$ cat src/rtl/shift_add_mult_ctrl.sv
// Shift-and-add sequencer: drives an external ripple-carry adder to form an
// unsigned WIDTH x WIDTH -> 2*WIDTH product, one add/shift iteration per clock.
module shift_add_mult_ctrl #(
  parameter int WIDTH = 8
) (
  input  logic                 Clock,
  input  logic                 Resetn,
  input  logic                 Start,
  input  logic [WIDTH-1:0]     A,
  input  logic [WIDTH-1:0]     B,
  input  logic [WIDTH-1:0]     R,
  input  logic                 Cout,
  output logic [WIDTH-1:0]     Aout,
  output logic [WIDTH-1:0]     Bout,
  output logic                 Add_Sub,
  output logic [2*WIDTH-1:0]   P,
  output logic                 Busy,
  output logic                 Done
);

  localparam int CW = (WIDTH > 1) ? $clog2(WIDTH) : 1;
  localparam logic [CW-1:0] LAST = CW'(WIDTH - 1);

  typedef enum logic [1:0] {
    IDLE,
    RUN,
    DONE
  } state_t;

  state_t           state;
  state_t           state_next;
  logic [WIDTH-1:0] acc;
  logic [WIDTH-1:0] q;
  logic [WIDTH-1:0] m;
  logic [CW-1:0]    cnt;

  always_ff @(posedge Clock) begin
    if (!Resetn) begin
      state <= IDLE;
    end else begin
      state <= state_next;
    end
  end

  // {Cout, R, q} is shifted right as one word so the adder carry is never lost.
  always_ff @(posedge Clock) begin
    if (!Resetn) begin
      acc <= '0;
      q   <= '0;
      m   <= '0;
      cnt <= '0;
    end else begin
      case (state)
        IDLE: begin
          if (Start) begin
            acc <= '0;
            q   <= B;
            m   <= A;
            cnt <= '0;
          end
        end
        RUN: begin
          acc <= {Cout, R[WIDTH-1:1]};
          q   <= {R[0], q[WIDTH-1:1]};
          cnt <= cnt + 1'b1;
        end
        default: ;
      endcase
    end
  end

  always_comb begin
    state_next = state;
    Busy       = 1'b0;
    Done       = 1'b0;
    Bout       = '0;
    Aout       = acc;
    Add_Sub    = 1'b0;
    P          = {acc, q};
    case (state)
      IDLE: begin
        if (Start) state_next = RUN;
      end
      RUN: begin
        Busy = 1'b1;
        if (q[0]) Bout = m;
        if (cnt == LAST) state_next = DONE;
      end
      DONE: begin
        Done       = 1'b1;
        state_next = IDLE;
      end
      default: state_next = IDLE;
    endcase
  end

endmodule
$ cat config.mk
export PLATFORM = sky130hd
export DESIGN_NAME = shift_add_mult_ctrl
export DESIGN_NICKNAME = d
export VERILOG_FILES = /design/src/rtl/shift_add_mult_ctrl.sv
export SDC_FILE = /design/constraint.sdc
export NUM_CORES = 1
export LEC_CHECK = 0
export BUFFER_PORTS_ARGS = -buffer_cell sky130_fd_sc_hd__buf_4
export CORE_ASPECT_RATIO = 0.9
export CORE_MARGIN = 2
export CORE_UTILIZATION = 49
export CTS_BUF_LIST = sky130_fd_sc_hd__clkbuf_2 sky130_fd_sc_hd__clkbuf_4 sky130_fd_sc_hd__clkbuf_8
export DETAILED_ROUTE_END_ITERATION = 10
export PLACE_DENSITY = 0.94
export SKIP_LAST_GASP = 1
export SLEW_MARGIN = 20
export SYNTH_ARGS = -nofsm -noshare
export SYNTH_HDL_FRONTEND = slang
export SYNTH_SLANG_ARGS = --single-unit
$ cat constraint.sdc
create_clock -name Clock -period 2.4 [get_ports Clock]
set_input_delay 0 -clock Clock [delete_from_list [all_inputs] [get_ports Clock]]
set_output_delay 0 -clock Clock [all_outputs]
set_load 0.01 [all_outputs]
# == Word-level counts from Yosys, hierarchy flattened ==
# Cells that the tools add are included.
# totals
regBits,29
input_bits,28
out_inout_bits,35
# op_classes
add_sub_neg,1
eq_ne,5
muxes,13
n_reduce_logical,5
# op_table
op,count
$mux W8,4
$pmux W8 S2,2
$pmux W3 S2,1
$reduce_and A2 Y1,3
$mux W2,2
$ne A2 B2 Y1 const B,2
$pmux W2 S2,1
$add A3 B1 Y3 const B,1
$eq A3 B3 Y1 const B,1
$mux W3,1
$eq A2 B1 Y1 const B,1
$eq A2 B2 Y1 const B,1
$logic_not A2 Y1,1
$mux W1,2
$reduce_bool A2 Y1,1

# == Depth between registers and ports, before layout ==
# logic_depth
ltp_word,3
depth_mapped,5
ltp_nobuf,4

# == Least setup slack after synthesis ==
# Ideal clock, no wire load.
# synth_path
path_kind,register to register
start,register state[1]
end,register cnt[1]
setup_time_ns,0.117
arrival_time_ns,1.031
required_time_ns,2.283
path_slack_ns,1.252
path_stages_with_launch,5
path_buffers,2
path_cell_list,dfxtp_1 -> buf_6 -> o21a_1 -> buf_4 -> a22o_1
# synth_via
elab_chain_cells,3
# synth_lines
item,line_no,source
start: declaration,30,state_t state;
start signal: assignment,41,state <= state_next;
$eq A2 B1 Y1 or $logic_not A2 Y1 (tied branches),53,case (state)
$reduce_bool A2 Y1 (no line) or $ne A2 B2 Y1 (tied branches),--,
$reduce_and A2 Y1 (no line),--,
end signal: assignment,65,cnt <= cnt + 1'b1;
end: declaration,35,logic [CW-1:0] cnt;
# Several ways; a longest one is shown, not always the timed one.
# A chain may end at the register's enable or synchronous reset.

# == Worst setup path after layout ==
# layout_path
start,register state[0]
end,output Bout[2]
# layout_via
elab_chain_cells,2
# layout_lines
item,line_no,source
$eq A2 B1 Y1,80,case (state)
$mux W8,80,
end: declaration,14,"output logic [WIDTH-1:0] Bout,"
# No other way between the ends.

==> flow_metrics.py <==
metrics = {
    "floorplan": {
        "row_count": 17,
        "ios": 63,
        "fp.dieArea_um2": 3090,
        "start_util_pct": 52.4,
        "core_area_um2": 2490,
        "die_x_um": 58.4,
        "fp.dieH_um": 52.9,
    },
    "setup_path": {
        "cp-end-kind": "output pin",
        "start_kind": "register",
        "worstPathCellList": "nor2b_2 -> and3_1 -> buf_4",
        "slowest_stage": "dfxtp_1",
        "cp_data_required_time_ps": 2400,
        "worstPathMaxFanout": 12,
        "critPathKind": "reg2out",
        "cpPeakStageDelay_ps": 730,
        "r2r_setup_slack_ps": 490,
        "worst_ep_arrival_time_ps": 1910,
    },
    "logic_synthesis": {
        "synthMuxAreaShare_pct": 7.01,
        "ys_async_sr_fraction_pct": 0,
        "synth-compound-area-share_pct": 20.9,
        "synth_area_um2": 1300,
        "synthAdderAreaFrac_pct": 1.92,
        "ys_seq_area_share_pct": 44.5,
        "yosys.area_share.xor_xnor_pct": 0,
        "yosys.cell_types.count": 24,
        "synth.net_count": 158,
        "synth-edff-count": 0,
        "synth_ff_type": "dfxtp_1",
        "synthSimpleGateAreaFrac_pct": 14.4,
        "netlist_instances": 128,
        "synth_top_family_by_area": "compound AO/OA/AOI/OAI gates",
        "synth.avg_cell_area_um2": 10.2,
        "ys_warn_count": 0,
        "yosys_register_bits": 29,
    },
    "clock_tree": {
        "clk_latency_ps": 320,
        "clock-sinks": 29,
        "cts_tree": "done",
        "cts_hold_repair.buffers": 25,
        "clkTransAtPathRegs_ps": 90,
        "post_cts_buffers": 0,
        "clock_path_buffers": 2,
        "h-tree-depth": 2,
        "numCtsBuffers": 5,
        "cts-root-buf": "clkbuf_4",
        "cts_resized": 0,
    },
    "sta": {
        "skew_ps": 6.01,
        "finalSetupTns_ps": 0,
        "hold_violations": 0,
        "slew_viol_final": 0,
        "fin_ws_ps": 491,
        "finalSetupViolCount": 0,
        "slew_headroom_pct": 58.6,
        "period_needed_ps": 1910,
        "rsz0062_at_grt": "false",
        "fmax_mhz": 524,
        "worst_pin_slew_ps": 621,
        "finalCritPeriodShare_pct": 79.5,
    },
    "pwr": {
        "power_density_nw_per_um2": 549,
        "cellLeakagePower_nw": 0.931,
        "ir_worst_vdd_v": 0.000490,
    },
    "grt": {
        "grt_util_met1_pct": 25.3,
        "gr-usage-all-layers_pct": 23.5,
        "antenna_found_initial": 0,
        "busiest_layer": "met2",
        "grt_pass1_vias": 1198,
        "overflow": 0,
        "grt_max_degree": 30,
        "gr-usage-met3_pct": 6.85,
        "met2_usage_pct": 43.1,
        "grt_pass1_wl_um": 5350,
    },
    "place": {
        "dpl_cell_area_um2": 1650,
        "dp_hpwl_um": 2240,
        "portBuffers": 61,
        "placed_cells": 198,
        "globalplace.congestion": 0.678,
        "place_ws_ps": 538,
    },
    "final_layout": {
        "fin_nets": 232,
        "instances_no_fill": 231,
        "area_delta_synth_final_pct": 51.4,
        "final_layout_size_suffix_gt1_share_pct": 39.9,
        "final_area_um2": 1970,
        "diodes": 0,
    },
    "route": {
        "dr_total_vias": 1243,
        "drc": 0,
        "first_pass_iters": 7,
        "wl_per_cell_um": 14.9,
        "wirelength_um": 3430,
        "via_per_inst": 5.38,
        "antenna_left": 0,
        "drt_iter0_drc": 33,
    },
    "hold_path": {
        "hp-class": "in2reg",
    },
    "run_status": {
        "status": "completed",
    },
    "job": {
        "cap_violations": 0,
    },
}
-- cell type report --
cell class / instances / area, um^2
timing repair buffer: 86 / 708
sequential: 29 / 581
multi-input combinational: 80 / 581
fill: 151 / 514
clock buffer: 7 / 65.1
tap: 28 / 35.0
clock inverter: 1 / 5.00
-- registers in the layout (all words and copies together), names as in the netlist --
register  cells
Aout          8
cnt           3
m             8
q             8
state         2
-- placed cells by master (no fill, tap or decap), drive strengths merged --
master       count
o21a             2
or3b             1
nor2             1
nand2            8
clkinv           1
a22o            10
nor3b            1
nor2b            3
clkbuf           7
conb             1
mux2i            8
and3             9
buf             61
dfxtp           29
and2             1
nand3            8
o21ai           16
dlygate4sd3     25
mux2             1
ha               2
o211ai           8
-- report_power, final --
part / switching [mW] / internal, mW / total (mW)
clock: 0.170 / 0.170 / 0.339
sequential: 0.0291 / 0.511 / 0.540
combinational: 0.0866 / 0.119 / 0.205
-- per-layer routing --
metal	vias up	share of wire, %
met1	581	41
met3	4	6.5
li1	605	-
met4	0	0.99
met5	-	0
met2	53	51
-- cell usage after synthesis (2+ instances only) --
cell type | n | area share (%)
a22o_1 | 10 | 6.7
and3_1 | 9 | 4.3
buf_2 | 3 | 1.2
buf_4 | 10 | 5.8
buf_6 | 4 | 3.5
clkbuf_1 | 2 | 0.58
dfxtp_1 | 29 | 45
ha_1 | 2 | 1.9
mux2i_1 | 8 | 6.1
nand2_1 | 8 | 2.3
nand3_1 | 8 | 3.1
nor2b_1 | 2 | 0.96
o211ai_1 | 8 | 4.6
o21a_1 | 2 | 1.2
o21ai_0 | 7 | 2.7
o21ai_2 | 8 | 5.4
-- final timing paths --
check,cells past startpoint,end,from
setup / recovery,3,Bout[2],state[0]
hold / removal,2,state[0],Resetn
setup reg to reg,3,cnt[0],state[0]
hold reg to reg,2,m[2],m[2]
-- critical path: cells and delay by family (launching register included) --
family,cells,cell delay (ps)
and+or+nand+nor,2,720
DFF,1,730
buffers and inverters,1,130
-- per-stage QoR --
step           util (%)  power, mW  hold slack [ps]
6_report           79.3       1.08             59.7
5_1_grt            79.3       1.13             67.9
4_1_cts            79.3       1.08             42.9
3_5_place_dp       66.5      0.720              217
3_3_place_gp       66.5      0.709              213
2_1_floorplan         -      0.647              125
-- cell families after synthesis --
logic type / after synthesis
adder cells (fa/ha/maj): 2
other: 1
flip-flops: 29
buffers and inverters: 19
AND/OR/NAND/NOR: 32
AO/OA/AOI/OAI: 36
multiplexers: 9
Power figures use the tool's default switching activity.
